## config.mk

```make
export PLATFORM = sky130hd
export DESIGN_NAME = k005297_heatseq
export DESIGN_NICKNAME = d
export VERILOG_FILES = /design/src/rtl/k005297_heatseq.sv
export SDC_FILE = /design/constraint.sdc
export NUM_CORES = 1
export LEC_CHECK = 0
export ABC_AREA = 1
export CORE_MARGIN = 3
export CORE_UTILIZATION = 55
export DETAILED_ROUTE_END_ITERATION = 6
export GPL_ROUTABILITY_DRIVEN = 0
export PLACE_DENSITY = 0.77
export SYNTH_ARGS = -nofsm -noshare
export SYNTH_HDL_FRONTEND = slang
export SYNTH_SLANG_ARGS = --single-unit
export TNS_END_PERCENT = 100
```

## constraint.sdc

```tcl
create_clock -name i_MCLK -period 3.15 [get_ports i_MCLK]
set_clock_uncertainty 0.15 [all_clocks]
set_input_delay 0.4725 -clock i_MCLK [delete_from_list [all_inputs] [get_ports i_MCLK]]
set_output_delay 0.4725 -clock i_MCLK [all_outputs]
set_load 0.05 [all_outputs]
```

## src/rtl/k005297_heatseq.sv

```systemverilog
// Purpose: bubble-memory thermal sequencer (heater, 2MHz clock gate, transfer hold); K005297_HEATSEQ_DRAIN_TIMEOUT_EN adds a drain timeout.
// Latency: TEMPLO_n is 2-flop synchronised then debounced over DEBOUNCE_TICKS ticks; outputs are registered and change with the state.
// Backpressure: o_XFER_HOLD blocks new transfers outside RUN; DRAIN keeps the clock alive until i_XFER_BUSY drops.
module k005297_heatseq #(
    parameter int unsigned DEBOUNCE_TICKS = 16,
    parameter int unsigned SETTLE_TICKS   = 1024,
    parameter int unsigned TIMEOUT_TICKS  = 1048576,
    parameter int unsigned DRAIN_TICKS    = 4096
) (
    input  logic       i_MCLK,
    input  logic       i_RST,
    input  logic       i_CLK4M_PCEN_n,
    input  logic       i_TEMPLO_n,
    input  logic       i_XFER_BUSY,
    input  logic       i_FAULT_CLR,
    output logic       o_HEATEN_n,
    output logic       o_CLK2M_STOP_n,
    output logic       o_XFER_HOLD,
    output logic       o_READY,
    output logic       o_FAULT,
    output logic       o_XFER_ABORT,
    output logic [2:0] o_STATE
);

    localparam int unsigned CNT_TOP = (TIMEOUT_TICKS > DRAIN_TICKS) ? TIMEOUT_TICKS : DRAIN_TICKS;
    localparam int CW = $clog2(CNT_TOP + 1);
    localparam int DW = $clog2(DEBOUNCE_TICKS + 1);

    typedef enum logic [2:0] {
        ST_IDLE   = 3'd0,
        ST_HEAT   = 3'd1,
        ST_SETTLE = 3'd2,
        ST_RUN    = 3'd3,
        ST_DRAIN  = 3'd4,
        ST_STOP   = 3'd5,
        ST_FAULT  = 3'd6
    } state_t;

    state_t          state;
    state_t          nxt;
    logic [CW-1:0]   cnt;
    logic [CW-1:0]   cnt_nxt;
    logic [DW-1:0]   db_cnt;
    logic            sync1;
    logic            sync2;
    logic            filt_ok;
    logic            clr_pend;
    logic            tick;

    assign tick    = ~i_CLK4M_PCEN_n;
    assign o_STATE = state;

    always_ff @(posedge i_MCLK) begin
        if (i_RST) begin
            sync1 <= 1'b0;
            sync2 <= 1'b0;
        end else begin
            sync1 <= i_TEMPLO_n;
            sync2 <= sync1;
        end
    end

    // Any sample equal to the current level restarts the run of differing samples.
    always_ff @(posedge i_MCLK) begin
        if (i_RST) begin
            filt_ok <= 1'b0;
            db_cnt  <= '0;
        end else if (tick) begin
            if (sync2 != filt_ok) begin
                if (db_cnt == DW'(DEBOUNCE_TICKS - 1)) begin
                    filt_ok <= sync2;
                    db_cnt  <= '0;
                end else begin
                    db_cnt <= db_cnt + DW'(1);
                end
            end else begin
                db_cnt <= '0;
            end
        end
    end

    // A clear request can land between ticks; hold it until the tick that can act on it.
    always_ff @(posedge i_MCLK) begin
        if (i_RST || tick)
            clr_pend <= 1'b0;
        else if (i_FAULT_CLR)
            clr_pend <= 1'b1;
    end

`ifdef K005297_HEATSEQ_DRAIN_TIMEOUT_EN
    logic abort_nxt;
`endif

    always_comb begin
        nxt     = state;
        cnt_nxt = cnt;
`ifdef K005297_HEATSEQ_DRAIN_TIMEOUT_EN
        abort_nxt = 1'b0;
`endif
        case (state)
            ST_IDLE:   nxt = ST_HEAT;
            ST_HEAT: begin
                if (filt_ok)
                    nxt = ST_SETTLE;
                else if (cnt == CW'(TIMEOUT_TICKS - 1))
                    nxt = ST_FAULT;
                else
                    cnt_nxt = cnt + CW'(1);
            end
            ST_SETTLE: begin
                if (!filt_ok)
                    nxt = ST_HEAT;
                else if (cnt == CW'(SETTLE_TICKS - 1))
                    nxt = ST_RUN;
                else
                    cnt_nxt = cnt + CW'(1);
            end
            ST_RUN: begin
                if (!filt_ok)
                    nxt = i_XFER_BUSY ? ST_DRAIN : ST_STOP;
            end
            ST_DRAIN: begin
                if (!i_XFER_BUSY)
                    nxt = ST_STOP;
`ifdef K005297_HEATSEQ_DRAIN_TIMEOUT_EN
                else if (cnt == CW'(DRAIN_TICKS - 1)) begin
                    nxt       = ST_STOP;
                    abort_nxt = 1'b1;
                end else
                    cnt_nxt = cnt + CW'(1);
`endif
            end
            ST_STOP:   nxt = ST_HEAT;
            ST_FAULT: begin
                if (clr_pend || i_FAULT_CLR)
                    nxt = ST_IDLE;
            end
            default:   nxt = ST_IDLE;
        endcase
        // Each timed state measures from its own entry.
        if (nxt != state)
            cnt_nxt = '0;
    end

    always_ff @(posedge i_MCLK) begin
        if (i_RST) begin
            state          <= ST_IDLE;
            cnt            <= '0;
            o_HEATEN_n     <= 1'b1;
            o_CLK2M_STOP_n <= 1'b0;
            o_XFER_HOLD    <= 1'b1;
            o_READY        <= 1'b0;
            o_FAULT        <= 1'b0;
        end else if (tick) begin
            state          <= nxt;
            cnt            <= cnt_nxt;
            o_HEATEN_n     <= !(nxt inside {ST_HEAT, ST_SETTLE, ST_DRAIN, ST_STOP});
            o_CLK2M_STOP_n <= (nxt == ST_RUN) || (nxt == ST_DRAIN);
            o_XFER_HOLD    <= (nxt != ST_RUN);
            o_READY        <= (nxt == ST_RUN);
            o_FAULT        <= (nxt == ST_FAULT);
        end
    end

`ifdef K005297_HEATSEQ_DRAIN_TIMEOUT_EN
    always_ff @(posedge i_MCLK) begin
        if (i_RST)
            o_XFER_ABORT <= 1'b0;
        else if (tick)
            o_XFER_ABORT <= abort_nxt;
    end
`else
    assign o_XFER_ABORT = 1'b0;
`endif

endmodule

```

==> flow_summary_export.csv, run 1 <==
group,metric,value,unit
setup_path,reg2reg_from,"cnt[0]",
timing,hold_viol_final,0,
clocking,cts_made_buffers,5,
setup_path,crit_path_end_kind,"register",
timing,finalMaxSlewViolations,0,
drt,drc,0,
drt,drtAntennaViolNets,0,
clocking,clockBufferDepth,2,
placed_design,post-dp-hpwl,3740,um
floorplanning,placementRows,23,
drt,drt_iter0_drc,142,
clocking,worstSkewPairLatency,300,ps
logic_synthesis,synthCells,390,
finish,multi_input_area,0.00140,mm^2
drt,vias_per_cell,5.31,
finish,final_common_cell,"nand2_1",
logic_synthesis,syn-num-nets,398,
finish,largest-register,"cnt",
finish,nets,405,
power_and_ir_drop,p_int,0.780,mW
timing,period_share,0.862,
flow_run,cap_violations,0,
timing,worst_pin_slew,520,ps
setup_path,cp_data_required_time,3190,ps
setup_path,crit_type,"register to register",
power_and_ir_drop,power_frac_comb,0.206,
floorplanning,start_util,0.589,
setup_path,r2r_setup_slack,430,ps
timing,fin_setup_tns,0,ps
finish,synthToLayoutAreaGrowth,9.65,%
setup_path,reg2reg_depth,13,
logic_synthesis,synth.avg_cell_area,6.21,um^2
placed_design,port_buffers,13,
global_routing,grt_pass1_vias,2192,
power_and_ir_drop,clockPowerShare,0.309,
floorplanning,fp.dieW,72.4,um
logic_synthesis,synth_cell_types,33,
timing,max_slew_margin,0.652,
global_routing,grt_first_pass_wirelength,9190,um
logic_synthesis,yosys_warnings,0,
timing,rsz0062_at_grt,"no",
timing,fmax,0.368,GHz
clocking,postCtsSetupRepairBufs,0,
clocking,cts_tree,"built",
hold_path,worstHoldPathCells,2,
logic_synthesis,synth-seq-cells,38,
hold_path,min_to,"sync2",
finish,layout_common_cells,"nand2_1, nand3_1, nor2_1",
power_and_ir_drop,seq_power_share,0.485,
power_and_ir_drop,vdd_drop_max,0.370,mV
finish,insertedDiodeCount,0,
power_and_ir_drop,p_leak,1.22,nW
drt,routedWlPerCell,11.7,um
global_routing,overflow,0,
drt,dr.pass1.iters,4,
finish,largest_reg_flops,21,
hold_path,hold_class,"register to register",
floorplanning,ios,15,
clocking,htreeDepth,2,
clocking,clock-root-buffer,"clkbuf_8",
setup_path,critPathMaxFanout,19,
global_routing,antenna_found_initial,0,
power_and_ir_drop,switching_power,0.371,mW
drt,drt-total-wl,5260,um
logic_synthesis,syn-cell-area,0.00242,mm^2
finish,ff_latch_area,761,um^2
floorplanning,coreArea,0.00412,mm^2
clocking,path_clk_slew,80,ps
finish,fillers,388,
power_and_ir_drop,p_per_area,433,mW/mm^2
drt,via_count,2378,
global_routing,track_usage,0.216,
timing,hold_ws,264,ps
setup_path,arrival,2760,ps
floorplanning,die_h,72.4,um
setup_path,start_kind,"register",
global_routing,grt_max_degree,29,
timing,setup_viol,0,
setup_path,reg2reg_to,"cnt[15]",
floorplanning,die_area,0.00524,mm^2
power_and_ir_drop,p_sw_frac,0.322,
finish,drive_gt1_frac,0.0603,
hold_path,hold_start,"sync1",
clocking,cts_resized,0,
logic_synthesis,yosysSeqAreaShare,0.314,
clocking,clkSinkCount,38,
run_status,status,"completed",
timing,period_needed,2720,ps
clocking,hold_buffers,0,
routing by layer:
layer	GRT usage	up-vias	share of wire
li1	-	1267	-
met1	0.259	1055	0.47
met2	0.374	45	0.47
met3	0.0443	11	0.039
met4	0.0902	0	0.021
met5	0	-	0
power by group through the flow:
stage | logic, mW | clock network, mW | registers, mW
2_1_floorplan | 0.186 | 0 | 0.569
3_3_place_gp | 0.232 | 0 | 0.568
3_5_place_dp | 0.237 | 0 | 0.568
4_1_cts | 0.238 | 0.371 | 0.557
5_1_grt | 0.271 | 0.382 | 0.564
6_report | 0.237 | 0.356 | 0.558
logic make-up (layout without fill, tap and decap cells):
family / Yosys count / in the layout / share of synthesized area
simple gates: 229 / 229 / 0.411
other cells: 1 / 1 / 0.00155
compound gates: 39 / 39 / 0.0893
xor+xnor: 18 / 18 / 0.0651
fa+ha+maj: 2 / 2 / 0.0103
flops: 38 / 38 / 0.314
buf+inv: 63 / 71 / 0.109
worst max-delay path by stage:
stage	startpoint	endpoint	slack (ps)	cells after the start
6_report	cnt[0]	cnt[15]	430	13
5_1_grt	cnt[0]	cnt[15]	170	13
4_1_cts	cnt[0]	cnt[15]	430	13
3_5_place_dp	i_FAULT_CLR	cnt[15]	450	13
3_3_place_gp	i_FAULT_CLR	cnt[20]	520	13
2_1_floorplan	o_STATE[0]	cnt[0]	870	13
metrics by stage:
step	total power, mW	cell area, um^2	std cells	worst slack (ps)	utilization
6_report	1.15	2660	448	433	0.646
5_1_grt	1.22	2660	448	173	0.646
4_1_cts	1.17	2660	448	431	0.646
3_5_place_dp	0.805	2560	440	455	0.623
3_3_place_gp	0.800	2560	440	521	0.623
2_1_floorplan	0.755	2420	390	870	-
cell type report:
cell class / instances / area share
multi-input cells: 289 / 0.526
clock inverters: 2 / 0.00471
clock buffers: 6 / 0.0311
repair buffers: 19 / 0.0659
well taps: 50 / 0.0235
inverters: 44 / 0.0621
flip-flops and latches: 38 / 0.286
worst max-delay path: stages, from the launching register on:
cell and delay [ps]:
dfxtp_1 450, ha_1 260, nand3_1 180, inv_2 100
nand2_2 100, nor2_1 190, nand3_1 170, nand2_1 120
o21ai_1 70, nand2_1 110, nand3_2 220, buf_4 280
a21oi_1 150, nor2_1 60
synthesized netlist by cell type:
cell type / instances / share of area
a211oi_1: 1 / 0.0031
a21oi_1: 26 / 0.054
a31oi_1: 1 / 0.0026
buf_1: 3 / 0.0046
buf_2: 7 / 0.014
buf_4: 1 / 0.0031
buf_6: 2 / 0.0093
clkbuf_1: 6 / 0.0093
conb_1: 1 / 0.0015
dfxtp_1: 38 / 0.31
ha_1: 2 / 0.010
inv_1: 41 / 0.064
inv_2: 3 / 0.0046
nand2_1: 82 / 0.13
nand2_2: 1 / 0.0026
nand3_1: 63 / 0.13
nand3_2: 1 / 0.0041
nand3b_1: 1 / 0.0031
nand4_1: 5 / 0.013
nor2_1: 61 / 0.094
nor2_2: 1 / 0.0026
nor2_4: 1 / 0.0046
nor3_1: 9 / 0.019
nor3b_1: 1 / 0.0031
o211ai_1: 1 / 0.0031
o21ai_0: 2 / 0.0041
o21ai_1: 1 / 0.0021
o22ai_1: 3 / 0.0077
o31ai_1: 3 / 0.0093
o41ai_1: 1 / 0.0036
or2_2: 3 / 0.0077
xnor2_1: 3 / 0.011
xor2_1: 15 / 0.054
Power figures use the tool's default switching activity.
==> run 2: changes to the inputs <==
--- a/constraint.sdc
+++ b/constraint.sdc
@@ -4,2 +4,2 @@
 set_output_delay 0.4725 -clock i_MCLK [all_outputs]
-set_load 0.05 [all_outputs]
+set_load 0.02 [all_outputs]
==> results of run 2 <==
Same layout as run 1 (identical final DEF). Status: completed.
Among the figures that moved: total power 1.15 mW -> 1.14 mW
